`src/rtl/clock_recovery_pkg.sv`:
```
// Shared types for the clock recovery and generation blocks: counter width,
// the recovered clock event struct, the recovery FSM state type and rate helpers.
package clks_alot_p;

  localparam int COUNTER_WIDTH = 16;

  typedef struct packed {
    logic clk_state;
    logic rising_edge;
    logic falling_edge;
  } clock_states_s;

  typedef logic [2:0] recovery_state_e;

  localparam recovery_state_e RS_IDLE    = 3'd0;
  localparam recovery_state_e RS_ACQUIRE = 3'd1;
  localparam recovery_state_e RS_MEASURE = 3'd2;
  localparam recovery_state_e RS_LOCKED  = 3'd3;
  localparam recovery_state_e RS_STALLED = 3'd4;

  // Average half period; the sum needs one extra bit before the shift.
  function automatic logic [COUNTER_WIDTH-1:0] half_period(
    input logic [COUNTER_WIDTH-1:0] hi,
    input logic [COUNTER_WIDTH-1:0] lo
  );
    logic [COUNTER_WIDTH:0] sum;
    sum = {1'b0, hi} + {1'b0, lo};
    return sum[COUNTER_WIDTH:1];
  endfunction

  function automatic logic [COUNTER_WIDTH-1:0] half_minus_two(
    input logic [COUNTER_WIDTH-1:0] hi,
    input logic [COUNTER_WIDTH-1:0] lo
  );
    logic [COUNTER_WIDTH-1:0] half;
    half = half_period(hi, lo);
    return (half >= COUNTER_WIDTH'(2)) ? half - COUNTER_WIDTH'(2) : '0;
  endfunction

  function automatic logic [COUNTER_WIDTH-1:0] quarter_minus_one(
    input logic [COUNTER_WIDTH-1:0] hi,
    input logic [COUNTER_WIDTH-1:0] lo
  );
    logic [COUNTER_WIDTH-1:0] quarter;
    quarter = half_period(hi, lo) >> 1;
    return (quarter != '0) ? quarter - COUNTER_WIDTH'(1) : '0;
  endfunction

endpackage

```
`src/rtl/clock_recovery_phase_timer.sv`:
```
// Saturating phase-length counter with clear/load and a look-ahead timeout compare,
// so the stall flag rises in the same cycle the counter reaches the limit.
module recovery_phase_timer
  import clks_alot_p::*;
(
  input  logic                     clk,
  input  logic                     rst_n,
  input  logic                     clk_en_i,
  input  logic                     clear_i,
  input  logic                     load_i,
  input  logic [COUNTER_WIDTH-1:0] limit_i,
  output logic [COUNTER_WIDTH-1:0] count_o,
  output logic                     timeout_o
);

  logic [COUNTER_WIDTH-1:0] cnt_q;
  logic [COUNTER_WIDTH-1:0] cnt_d;

  always_comb begin
    cnt_d = cnt_q;
    if (clear_i) begin
      cnt_d = '0;
    end else if (load_i) begin
      cnt_d = COUNTER_WIDTH'(1);
    end else if (cnt_q != '1) begin
      cnt_d = cnt_q + COUNTER_WIDTH'(1);
    end
  end

  always_ff @(posedge clk or negedge rst_n) begin
    if (!rst_n) begin
      cnt_q <= '0;
    end else if (clk_en_i) begin
      cnt_q <= cnt_d;
    end
  end

  // A zero limit disables stall detection entirely.
  assign timeout_o = clk_en_i && !clear_i && !load_i && (limit_i != '0) && (cnt_d >= limit_i);
  assign count_o   = cnt_q;

endmodule

```
`src/rtl/clock_recovery.sv`:
```
// Recovers level, edge events, phase lengths and rate words from an already
// synchronized external clock, with lock, stall and glitch status.
module clock_recovery
  import clks_alot_p::*;
(
  input  logic                     clk,
  input  logic                     rst_n,
  input  logic                     clk_en,
  input  logic                     enable_i,
  input  logic                     sync_clk_i,
  input  logic [COUNTER_WIDTH-1:0] timeout_limit_i,
  input  logic [COUNTER_WIDTH-1:0] min_phase_i,
  output clock_states_s            actual_clk_state_o,
  output logic [COUNTER_WIDTH-1:0] high_time_o,
  output logic [COUNTER_WIDTH-1:0] low_time_o,
  output logic [COUNTER_WIDTH-1:0] expected_half_rate_minus_two_o,
  output logic [COUNTER_WIDTH-1:0] expected_quarter_rate_minus_one_o,
  output logic                     locked_o,
  output logic                     stalled_o,
  output logic                     glitch_o,
  output recovery_state_e          dbg_state_o
);

  recovery_state_e          state_q, state_d;
  logic                     level_q, level_d;
  logic                     seen_high_q, seen_high_d;
  logic                     seen_low_q, seen_low_d;
  logic [COUNTER_WIDTH-1:0] high_q, high_d;
  logic [COUNTER_WIDTH-1:0] low_q, low_d;
  logic [COUNTER_WIDTH-1:0] half_q, half_d;
  logic [COUNTER_WIDTH-1:0] quarter_q, quarter_d;
  logic [COUNTER_WIDTH-1:0] phase_cnt;
  logic                     timeout;
  logic                     edge_det, measuring, short_phase, glitch, record;

  // Edges are ignored in IDLE so the first sample after enable or reset is silent.
  assign edge_det    = clk_en && enable_i && (state_q != RS_IDLE) && (sync_clk_i != level_q);
  assign measuring   = (state_q == RS_MEASURE) || (state_q == RS_LOCKED);
  assign short_phase = (min_phase_i != '0) && (phase_cnt < min_phase_i);
  assign glitch      = edge_det && measuring && short_phase;
  assign record      = edge_det && measuring && !short_phase;

  recovery_phase_timer u_timer (
    .clk       (clk),
    .rst_n     (rst_n),
    .clk_en_i  (clk_en),
    .clear_i   (!enable_i || (state_q == RS_IDLE)),
    .load_i    (edge_det),
    .limit_i   (timeout_limit_i),
    .count_o   (phase_cnt),
    .timeout_o (timeout)
  );

  always_comb begin
    state_d     = state_q;
    level_d     = level_q;
    seen_high_d = seen_high_q;
    seen_low_d  = seen_low_q;
    high_d      = high_q;
    low_d       = low_q;
    half_d      = enable_i ? half_minus_two(high_q, low_q) : '0;
    quarter_d   = enable_i ? quarter_minus_one(high_q, low_q) : '0;
    if (clk_en) begin
      level_d = sync_clk_i;
      if (!enable_i) begin
        state_d     = RS_IDLE;
        high_d      = '0;
        low_d       = '0;
        seen_high_d = 1'b0;
        seen_low_d  = 1'b0;
      end else begin
        case (state_q)
          RS_IDLE: state_d = RS_ACQUIRE;
          RS_ACQUIRE, RS_STALLED: begin
            if (edge_det) begin
              state_d     = RS_MEASURE;
              seen_high_d = 1'b0;
              seen_low_d  = 1'b0;
            end
          end
          RS_MEASURE, RS_LOCKED: begin
            if (glitch) begin
              state_d     = RS_MEASURE;
              seen_high_d = 1'b0;
              seen_low_d  = 1'b0;
            end else if (record) begin
              // A rising edge closes a low phase, a falling edge closes a high phase.
              if (sync_clk_i) begin
                low_d      = phase_cnt;
                seen_low_d = 1'b1;
                if (seen_high_q) state_d = RS_LOCKED;
              end else begin
                high_d      = phase_cnt;
                seen_high_d = 1'b1;
                if (seen_low_q) state_d = RS_LOCKED;
              end
            end else if (timeout) begin
              state_d = RS_STALLED;
            end
          end
          default: state_d = RS_IDLE;
        endcase
      end
    end
  end

  always_ff @(posedge clk or negedge rst_n) begin
    if (!rst_n) begin
      state_q     <= RS_IDLE;
      level_q     <= 1'b0;
      seen_high_q <= 1'b0;
      seen_low_q  <= 1'b0;
      high_q      <= '0;
      low_q       <= '0;
      half_q      <= '0;
      quarter_q   <= '0;
    end else if (clk_en) begin
      state_q     <= state_d;
      level_q     <= level_d;
      seen_high_q <= seen_high_d;
      seen_low_q  <= seen_low_d;
      high_q      <= high_d;
      low_q       <= low_d;
      half_q      <= half_d;
      quarter_q   <= quarter_d;
    end
  end

  always_comb begin
    actual_clk_state_o              = '0;
    actual_clk_state_o.clk_state    = level_q;
    actual_clk_state_o.rising_edge  = edge_det && sync_clk_i;
    actual_clk_state_o.falling_edge = edge_det && !sync_clk_i;
  end

  assign high_time_o                       = high_q;
  assign low_time_o                        = low_q;
  assign expected_half_rate_minus_two_o    = half_q;
  assign expected_quarter_rate_minus_one_o = quarter_q;
  assign locked_o                          = (state_q == RS_LOCKED);
  assign stalled_o                         = (state_q == RS_STALLED);
  assign glitch_o                          = glitch;
  assign dbg_state_o                       = state_q;

endmodule
```
`config.mk`:
```
export PLATFORM = sky130hd
export DESIGN_NAME = clock_recovery
export DESIGN_NICKNAME = d
export VERILOG_FILES = /design/src/rtl/clock_recovery_pkg.sv /design/src/rtl/clock_recovery_phase_timer.sv /design/src/rtl/clock_recovery.sv
export SDC_FILE = /design/constraint.sdc
export NUM_CORES = 1
export LEC_CHECK = 0
export CORE_UTILIZATION = 45
export DETAILED_ROUTE_END_ITERATION = 6
export PLACE_DENSITY = 0.69
export SYNTH_ARGS = -nofsm -noshare
export SYNTH_HDL_FRONTEND = slang
export SYNTH_SLANG_ARGS = --single-unit
```
`constraint.sdc`:
```
create_clock -name clk -period 5.5 [get_ports clk]
set_input_delay 0.825 -clock clk [delete_from_list [all_inputs] [get_ports clk]]
set_output_delay 0.825 -clock clk [all_outputs]
set_load 0.03 [all_outputs]
```
After elaboration in Yosys (flattened, before gate mapping)
Cells that the tools add are included.
{"block": "totals", "register_bits": 86, "in_bits": 37, "out_inout_bits": 73, "word_cells": 104}
{"block": "classes", "addsub": 4, "order_cmp": 3, "eq_ne": 19, "n_mux": 37, "reduce_logical": 32}
{"op": "two-way mux 16 bit", "n": 17}
{"op": "nonzero test 16 bit", "n": 3}
{"op": "AND reduction 5 bit", "n": 5}
{"op": "two-way mux 3 bit", "n": 8}
{"op": "adder 16 x 16 -> 17 bit", "n": 1}
{"op": "adder 16 x 1 -> 16 bit, second input constant", "n": 1}
{"op": "greater-or-equal comparator 16 bit", "n": 1}
{"op": "greater-or-equal comparator 16 x 2 -> 1 bit, second input constant", "n": 1}
{"op": "< comparator 16 bit", "n": 1}
{"op": "inequality test 16 bit, second input constant", "n": 1}
{"op": "subtractor 15 x 1 -> 16 bit, second input constant", "n": 1}
{"op": "subtractor 16 x 2 -> 16 bit, second input constant", "n": 1}
{"op": "logical AND 1 bit", "n": 13}
{"op": "inequality test 4 bit, second input constant", "n": 3}
{"op": "inequality test 6 bit, second input constant", "n": 2}
{"op": "two-way mux 1 bit", "n": 9}
{"op": "one-hot mux 3 bit (3 select lines)", "n": 1}
{"op": "equality test 3 x 2 -> 1 bit, second input constant", "n": 2}
{"op": "inequality test 2 x 1 -> 1 bit, second input constant", "n": 3}
{"op": "zero test 1 bit", "n": 5}
{"op": "inequality test 5 bit, second input constant", "n": 1}
{"op": "inequality test 2 bit, second input constant", "n": 2}
{"op": "one-hot mux 1 bit (2 select lines)", "n": 2}
{"op": "OR reduction 2 bit", "n": 2}
{"op": "8 further kinds", "n": 9}

Logic depth before layout (Yosys ltp)
Gate-level depths: netlist (run 1).
{"block": "depth", "word_depth": 12, "mapped_depth": 18, "mapped_depth_nobuf": 17}

Cells and area by module
From an unflattened synthesis (run 1), not the netlist that was laid out.
{"block": "unflattened", "hier_cells": 799, "hier_area_um2": 6713.9}
{"module": "clock_recovery", "n_inst": 1, "cells_per_inst": 591, "area_each_um2": 5096.1, "seq_area_each_um2": 1751.7}
{"module": "recovery_phase_timer", "n_inst": 1, "cells_per_inst": 208, "area_each_um2": 1617.8, "seq_area_each_um2": 400.4}

Least setup slack after synthesis (run 1)
Ideal clock, no wire load.
{"block": "synth_path", "kind": "register to register", "start": "register u_timer.cnt_q[0] (netlist: u_timer.count_o[0])", "end": "register state_q[0] (netlist: dbg_state_o[0])", "setup_time_ns": 0.136, "t_arrival_ns": 3.718, "required_ns": 5.364, "slack_ns": 1.645, "path_stages_with_launch": 18, "n_path_buf": 1, "synth_period_minus_slack_ns": 3.855, "path_cell_list": "dfrtp_1 > ha_1 > nand3_1 > or3b_2 > or3_1 > clkbuf_1 > nand3_1 > o21ai_0 > a21oi_1 > ha_1 > a21o_1 > a21o_1 > a211o_1 > o211ai_1 > a21oi_1 > o41ai_1 > a221oi_1 > mux2i_1"}
{"block": "synth_between", "elab_chain_cells": 8, "elab_cells_between_ends": 20, "classes_between": "add/sub: 1; order compare: 2; eq/ne: 4; mux: 7; reduce/logical: 6"}
{"item": "from (decl)", "line_no": "clock_recovery_phase_timer.sv:16", "source": "logic [COUNTER_WIDTH-1:0] cnt_q;"}
{"item": "from (signal assigned)", "line_no": "clock_recovery_phase_timer.sv:34", "source": "cnt_q <= cnt_d;"}
{"item": "adder 16 x 1 -> 16 bit / inequality test 16 bit (equally long branches)", "line_no": "clock_recovery_phase_timer.sv:26, clock_recovery_phase_timer.sv:25"}
{"item": "two-way mux 16 bit (*)", "line_no": "clock_recovery_phase_timer.sv:25", "source": "end else if (cnt_q != '1) begin"}
{"item": "two-way mux 16 bit (*)", "line_no": "clock_recovery_phase_timer.sv:23", "source": "end else if (load_i) begin"}
{"item": "two-way mux 16 bit (*)", "line_no": "clock_recovery_phase_timer.sv:21", "source": "if (clear_i) begin"}
{"item": "net u_timer.cnt_d[9]", "line_no": "clock_recovery_phase_timer.sv:17", "source": "logic [COUNTER_WIDTH-1:0] cnt_d;"}
{"item": "greater-or-equal comparator 16 bit (*)", "line_no": "clock_recovery_phase_timer.sv:39", "source": "assign timeout_o = clk_en_i && !clear_i && !load_i && (limit_i != '0) && (cnt_d >= limit_i);"}
{"item": "logical AND 1 bit (*)", "line_no": "clock_recovery_phase_timer.sv:39"}
{"item": "inequality test 5 bit (no source line) (*)"}
{"item": "AND reduction 5 bit (no source line) (*)"}
{"item": "to (signal assigned)", "line_no": "clock_recovery.sv:118", "source": "state_q <= state_d;"}
{"item": "to (decl)", "line_no": "clock_recovery.sv:24", "source": "recovery_state_e state_q, state_d;"}
Mark *: on every way through the listed nets, which the timed path passes. The rest lies on a longest branch.
A chain may end at the register's enable or synchronous reset.

Final worst setup path (run 1)
{"block": "layout_path", "start": "input port min_phase_i[13]", "end": "output port glitch_o"}
{"block": "layout_between", "elab_chain_cells": 3, "elab_cells_between_ends": 4, "classes_between": "order compare: 1; reduce/logical: 3"}
{"item": "from (decl)", "line_no": "clock_recovery.sv:12", "source": "input logic [COUNTER_WIDTH-1:0] min_phase_i,"}
{"item": "< comparator 16 bit / nonzero test 16 bit (equally long branches)", "line_no": "clock_recovery.sv:39", "source": "assign short_phase = (min_phase_i != '0) && (phase_cnt < min_phase_i);"}
{"item": "logical AND 1 bit (*)", "line_no": "clock_recovery.sv:39"}
{"item": "logical AND 1 bit (*)", "line_no": "clock_recovery.sv:40", "source": "assign glitch = edge_det && measuring && short_phase;"}
{"item": "to (decl)", "line_no": "clock_recovery.sv:20", "source": "output logic glitch_o,"}
Mark *: on every way between the ends. The rest lies on a longest branch, timed or not.

==> impl_metrics.tcl, run 1 <==
set metrics [dict create \
    status "finished clean" \
    synth-seq-cells 86 \
    syn-num-nets 754 \
    fin_setup_tns_ns 0 \
    grt_max_degree 53 \
    clkSlewWorstSetupHoldPaths_ns 0.06 \
    crit_buf_inv 4 \
    synth_area_sq_mm 0.00608 \
    cts.sinks 86 \
    portBuffers 109 \
    setup_slack_ns 0.636 \
    criticalPathCategory "in2out" \
    avgSynthCellArea_sq_um 9.12 \
    dieArea_sq_mm 0.0140 \
    drtPass1Iterations 5 \
    drt_iter0_drc 352 \
    synthFlopType "dfrtp_1" \
    diodes 0 \
    root_buffer "clkbuf_16" \
    irDropWorstVdd_uv 196 \
    die_width_microns 118 \
    rsz0062_at_grt "false" \
    max_freq_mhz 206 \
    grt_usage_pct 25.1 \
    holdBufCountCts 0 \
    h-tree-depth 3 \
    coreArea_sq_mm 0.0132 \
    pwr_density_cell_mw_per_mm2 192 \
    layout_commonest_cell "clkdlybuf4s50_1" \
    power.leakage_uw 0.00356 \
    cts_buffer_depth 2 \
    route.antenna.remaining_nets 0 \
    worstPathMaxFanout 4 \
    post-dp-hpwl_mm 12.5 \
    synthArstFlopShare_pct 100 \
    path_cells "clkdlybuf4s50_1 -> inv_1 -> ha_1 -> a21o_1 -> a21oi_1 -> o21ai_0 -> or4_1 -> a21oi_1 -> o21bai_1 -> inv_1 -> clkdlybuf4s50_1" \
    die_h_microns 118 \
    wire_per_inst_microns 17.6 \
    critPathLaunchType "input pin" \
    synthCells 667 \
    layout-drive-gt1-share_pct 7.13 \
    start_util_pct 46.1 \
    final_cell_mix "clkdlybuf4s50_1 (106), dfrtp_1 (86), inv_1 (64)" \
    ios 110 \
    synth_edf_count 0 \
    cp_slowest_cell "clkdlybuf4s50_1" \
    cp.arrival_ns 4.04 \
    first_global_vias 5561 \
    dr_total_vias 5593 \
    worst_pin_slew_ns 0.847 \
    row_count 42 \
    finalNetCount 853 \
    cap_violations 0 \
    yosysUniqueCellTypes 69 \
    post_cts_buffers 0 \
    antenna_found_initial 0 \
    cts_resized 0 \
    cts_buffers 9 \
    wirelength_mm 16.6 \
    holdWs_ns 0.418 \
    final-setup-viol-count 0 \
    grt_overflow_total 0 \
    crit_family "buffers and inverters" \
    ys_warn_count 0 \
    synth_seq_area_share_pct 35.4 \
    end_kind "output port" \
    drc 0 \
    total_power_uw 1460 \
    skew_ns 0.00761 \
    post-place-ws_ns 0.657 \
    period_share_pct 88.4 \
    fin_crit_ns 4.86 \
    worst-endpoint-required_ns 4.68 \
    timing_hold_violations_final 0 \
    maxSlewHeadroom_pct 43.1 \
    clock_latency_ns 0.35 \
    slew_viol_final 0 \
    hold_path.class "in2async" \
    max_stage_delay_ns 0.68 \
    tritoncts "done" \
    gp_congestion 0.905 \
    grt_pass1_wl_mm 27.9 \
    syn_to_final_growth_pct 25.2 \
    via_per_inst 5.91 \
]
==> metal layers <==
metal,track usage [%],routed length (microns),up-vias,share of wire (%)
li1,-,-,2660,-
met1,32.0,7360,2746,44
met2,42.1,8140,159,49
met3,3.62,700,28,4.2
met4,11.6,435,0,2.6
met5,0,0,-,0
==> worst paths after layout <==
check                                                   startpoint                                  to  slack [ns]  cells after the start
worst max-delay path                               min_phase_i[13]                            glitch_o        0.64                     11
worst min-delay path                                         rst_n   expected_half_rate_minus_two_o[0]        0.42                      1
worst max register to register                  u_timer.count_o[0]                      dbg_state_o[1]        0.84                     16
worst min register to register  expected_half_rate_minus_two_o[13]  expected_half_rate_minus_two_o[13]        0.49                      1
max in group asynchronous                                    rst_n                 u_timer.count_o[10]        4.05                      2
min in group clk                expected_half_rate_minus_two_o[13]  expected_half_rate_minus_two_o[13]        0.49                      1
==> registers in the layout, summed over array words and instances, names as in the netlist <==
register / count
seen_low_q: 1
seen_high_q: 1
expected_half_rate_minus_two_o: 16
dbg_state_o: 3
level_q: 1
high_time_o: 16
low_time_o: 16
u_timer.count_o: 16
expected_quarter_rate_minus_one_o: 16
==> where the power goes <==
group / switching (uW) / internal (uW) / total (uW)
clock: 254 / 316 / 570
sequential: 23.6 / 648 / 671
combinational: 132 / 89.7 / 221
==> cell usage after synthesis, types with 3 or more instances <==
cell / instances / area, sq um
a211oi_1: 4 / 30.0
a21o_1: 14 / 105
a21oi_1: 25 / 125
a221o_1: 25 / 250
a31oi_1: 6 / 37.5
and2_1: 5 / 31.3
and3_1: 6 / 37.5
buf_1: 3 / 11.3
clkbuf_1: 24 / 90.1
dfrtp_1: 86 / 2150
ha_1: 49 / 613
inv_1: 64 / 240
mux2_2: 15 / 169
mux2i_1: 10 / 100
nand2_1: 53 / 199
nand2b_1: 6 / 37.5
nand3_1: 18 / 90.1
nand4_1: 9 / 56.3
nor2_1: 55 / 206
nor2b_1: 4 / 25.0
nor3_1: 19 / 95.1
nor3b_1: 3 / 22.5
nor4_1: 11 / 68.8
o211ai_1: 5 / 37.5
o21a_1: 5 / 37.5
o21ai_0: 19 / 95.1
o221ai_1: 3 / 26.3
o22ai_1: 3 / 18.8
o2bb2ai_1: 20 / 175
o32ai_1: 12 / 105
o41ai_1: 6 / 52.6
or3_1: 6 / 37.5
xnor2_1: 13 / 114
xor2_1: 16 / 140
==> through the flow <==
step | util, % | cells | cell area, sq um
finish | 57.7 | 947 | 7610
global route | 57.7 | 947 | 7610
CTS | 57.7 | 947 | 7610
detailed placement | 55.7 | 931 | 7340
global placement | 55.7 | 931 | 7340
floorplan | - | 667 | 6080
==> layout make-up <==
class / instances / area, sq um
clock buffers: 12 / 246
clock inverters: 4 / 22.5
fillers: 1185 / 5580
inverters: 65 / 244
multi-input cells: 485 / 3570
flip-flops and latches: 86 / 2150
well taps: 176 / 220
repair buffers: 119 / 1160
==> kinds of logic (layout without fill, tap and decap cells) <==
| group | Yosys count | count (layout) | share of synthesized area [%] |
|---|---|---|---|
| AOI/OAI and AO/OA | 173 | 173 | 22.3 |
| adders and majority gates | 50 | 50 | 10.4 |
| DFF | 86 | 86 | 35.4 |
| buffers and inverters | 96 | 200 | 6.15 |
| and+or+nand+nor | 207 | 207 | 16.8 |
| muxes | 25 | 25 | 4.42 |
| xor gates and xnor gates | 30 | 30 | 4.44 |
No activity file was read; power rests on OpenSTA's default activity.
==> run 2, diff against run 1 <==
REMOVE_ABC_BUFFERS = 1   (was default)
==> run 2 against run 1 <==
Final cell count decreased by 0.21%; hold slack improved by 0.037 ns; global-route usage decreased by 1.2 points; sequential power about the same; register-to-register slack improved by 0.17 ns; power increased by 3.2%; clock skew increased by 0.0034 ns; design area increased by 0.30%; critical path type unchanged; largest power group unchanged.
==> impl_metrics.tcl, run 2 (same netlist as run 1, synthesis figures left out) <==
set metrics [dict create \
    status "finished clean" \
    clkSlewWorstSetupHoldPaths_ns 0.06 \
    finalNetCount 852 \
    share_comb_of_total_power_pct 14.9 \
    dieArea_sq_mm 0.0140 \
    ios 110 \
    max_freq_mhz 212 \
    p_clk_share_pct 40.7 \
    route.antenna.remaining_nets 0 \
    row_count 42 \
    cap_violations 0 \
    hold_path.class "in2async" \
    postPlaceCellArea_sq_mm 0.00734 \
    seqPwrFrac_pct 44.4 \
    cts_buffers 9 \
    holdBufCountCts 0 \
    n_fill_cell 1170 \
    gp_congestion 0.911 \
    portBuffers 109 \
    holdWs_ns 0.454 \
    die_width_microns 118 \
    drt_iter0_drc 369 \
    wire_per_inst_microns 17.5 \
    skew_ns 0.0110 \
    dr_total_vias 5551 \
    syn_to_final_growth_pct 25.6 \
    layout-drive-gt1-share_pct 7.15 \
    worstPathMaxFanout 4 \
    h-tree-depth 3 \
    drtPass1Iterations 4 \
    cp_slowest_cell "clkdlybuf4s50_1" \
    cts.sinks 86 \
    criticalPathCategory "in2out" \
    switching_power_uw 410 \
    first_global_vias 5374 \
    cts_buffer_depth 2 \
    clock_latency_ns 0.34 \
    cp.arrival_ns 3.90 \
    irDropWorstVdd_uv 140 \
    post-dp-hpwl_mm 12.5 \
    layout_commonest_cell "clkdlybuf4s50_1" \
    switching_share_pct 27.2 \
    period_share_pct 85.9 \
    slew_viol_final 0 \
    grt_pass1_wl_mm 26.9 \
    wirelength_mm 16.5 \
    post_cts_buffers 0 \
    crit_family "buffers and inverters" \
    grt_usage_pct 23.9 \
    maxSlewHeadroom_pct 41.0 \
    crit_buf_inv 4 \
    grt_overflow_total 0 \
    tritoncts "done" \
    worst-endpoint-required_ns 4.68 \
    pwr_density_cell_mw_per_mm2 198 \
    path_cells "clkdlybuf4s50_1 -> inv_1 -> ha_1 -> a21o_1 -> a21oi_1 -> o21ai_0 -> or4_1 -> a21oi_1 -> o21bai_1 -> inv_1 -> clkdlybuf4s50_1" \
    coreArea_sq_mm 0.0132 \
    die_h_microns 118 \
    end_kind "output port" \
    fin_setup_tns_ns 0 \
    grt_max_degree 52 \
    cts_resized 0 \
    via_per_inst 5.87 \
    critPathLaunchType "input pin" \
    power.leakage_uw 0.00357 \
    start_util_pct 46.1 \
    drc 0 \
    timing_hold_violations_final 0 \
    final_area_sq_mm 0.00764 \
    intPower_uw 1100 \
    fin_crit_ns 4.73 \
    rsz0062_at_grt "false" \
    final-setup-viol-count 0 \
    max_stage_delay_ns 0.66 \
    antenna_found_initial 0 \
    final_cell_mix "clkdlybuf4s50_1 (106), dfrtp_1 (86), inv_1 (64)" \
    worst_pin_slew_ns 0.878 \
    root_buffer "clkbuf_16" \
    diodes 0 \
]
[run 2: cell count changes in the layout (fill, tap and decap cells not counted), sizes merged]
cell / delta
clkbuf: -2
buf: -1
bufinv: +1
[run 2: path summary, 6_finish.rpt]
kind	start	endpoint	slack, ns	depth (start not counted)
worst max-delay path	min_phase_i[13]	glitch_o	0.77	11
worst min-delay path	rst_n	expected_quarter_rate_minus_one_o[5]	0.45	1
worst max register to register	u_timer.count_o[0]	dbg_state_o[0]	1.01	16
worst min register to register	expected_quarter_rate_minus_one_o[4]	expected_quarter_rate_minus_one_o[4]	0.48	1
max in group asynchronous	rst_n	low_time_o[0]	4.05	2
min in group clk	expected_quarter_rate_minus_one_o[4]	expected_quarter_rate_minus_one_o[4]	0.48	1
[run 2: per-layer routing]
metal | vias to the layer above | part of all wire [%] | track usage, %
met5 | - | 0 | 0
met4 | 0 | 2.6 | 9.94
met3 | 27 | 4.2 | 2.46
met2 | 183 | 48 | 40.5
met1 | 2676 | 45 | 31.2
li1 | 2665 | - | -
[run 2: stage by stage]
stage	power (uW)	util (%)	setup slack, ns	instances
6_report	1510	57.9	0.773	945
4_1_cts	1520	57.9	0.781	945
3_3_place_gp	898	55.6	0.839	930
2_1_floorplan	789	-	0.853	636
5_1_grt	1560	57.9	0.639	945
3_5_place_dp	906	55.6	0.785	930
[run 2: power by group through the flow]
stage / combinational, uW / sequential (uW) / clock, uW
after global placement: 219 / 679 / 0
after detailed placement: 224 / 681 / 0
final: 225 / 670 / 615
after global routing: 244 / 672 / 648
after CTS: 225 / 670 / 624
after floorplan: 96.3 / 693 / 0
[run 2: worst reg2reg max path, delay by kind of cell (launching register included)]
family | cells | cell delay (ns)
AOI/OAI and AO/OA | 9 | 1.84
adders and majority gates | 2 | 0.49
DFF | 1 | 0.48
muxes | 1 | 0.16
and+or+nand+nor | 4 | 1.37
[run 2: final cells by class]
cell class / instances / area (sq um) / area share [%]
Clock inverter: 5 / 60.1 / 0.786
Clock buffer: 10 / 239 / 3.13
Inverter: 65 / 244 / 3.20
Multi-Input combinational cell: 485 / 3570 / 46.7
Sequential cell: 86 / 2150 / 28.2
Timing Repair Buffer: 118 / 1150 / 15.1
Tap cell: 176 / 220 / 2.88
==> run 3, diff against run 2 <==
ABC_CLOCK_PERIOD_IN_PS = 5500   (was default)
==> results of run 3 <==
No change in the layout: final DEF, timing and power equal those of run 2.
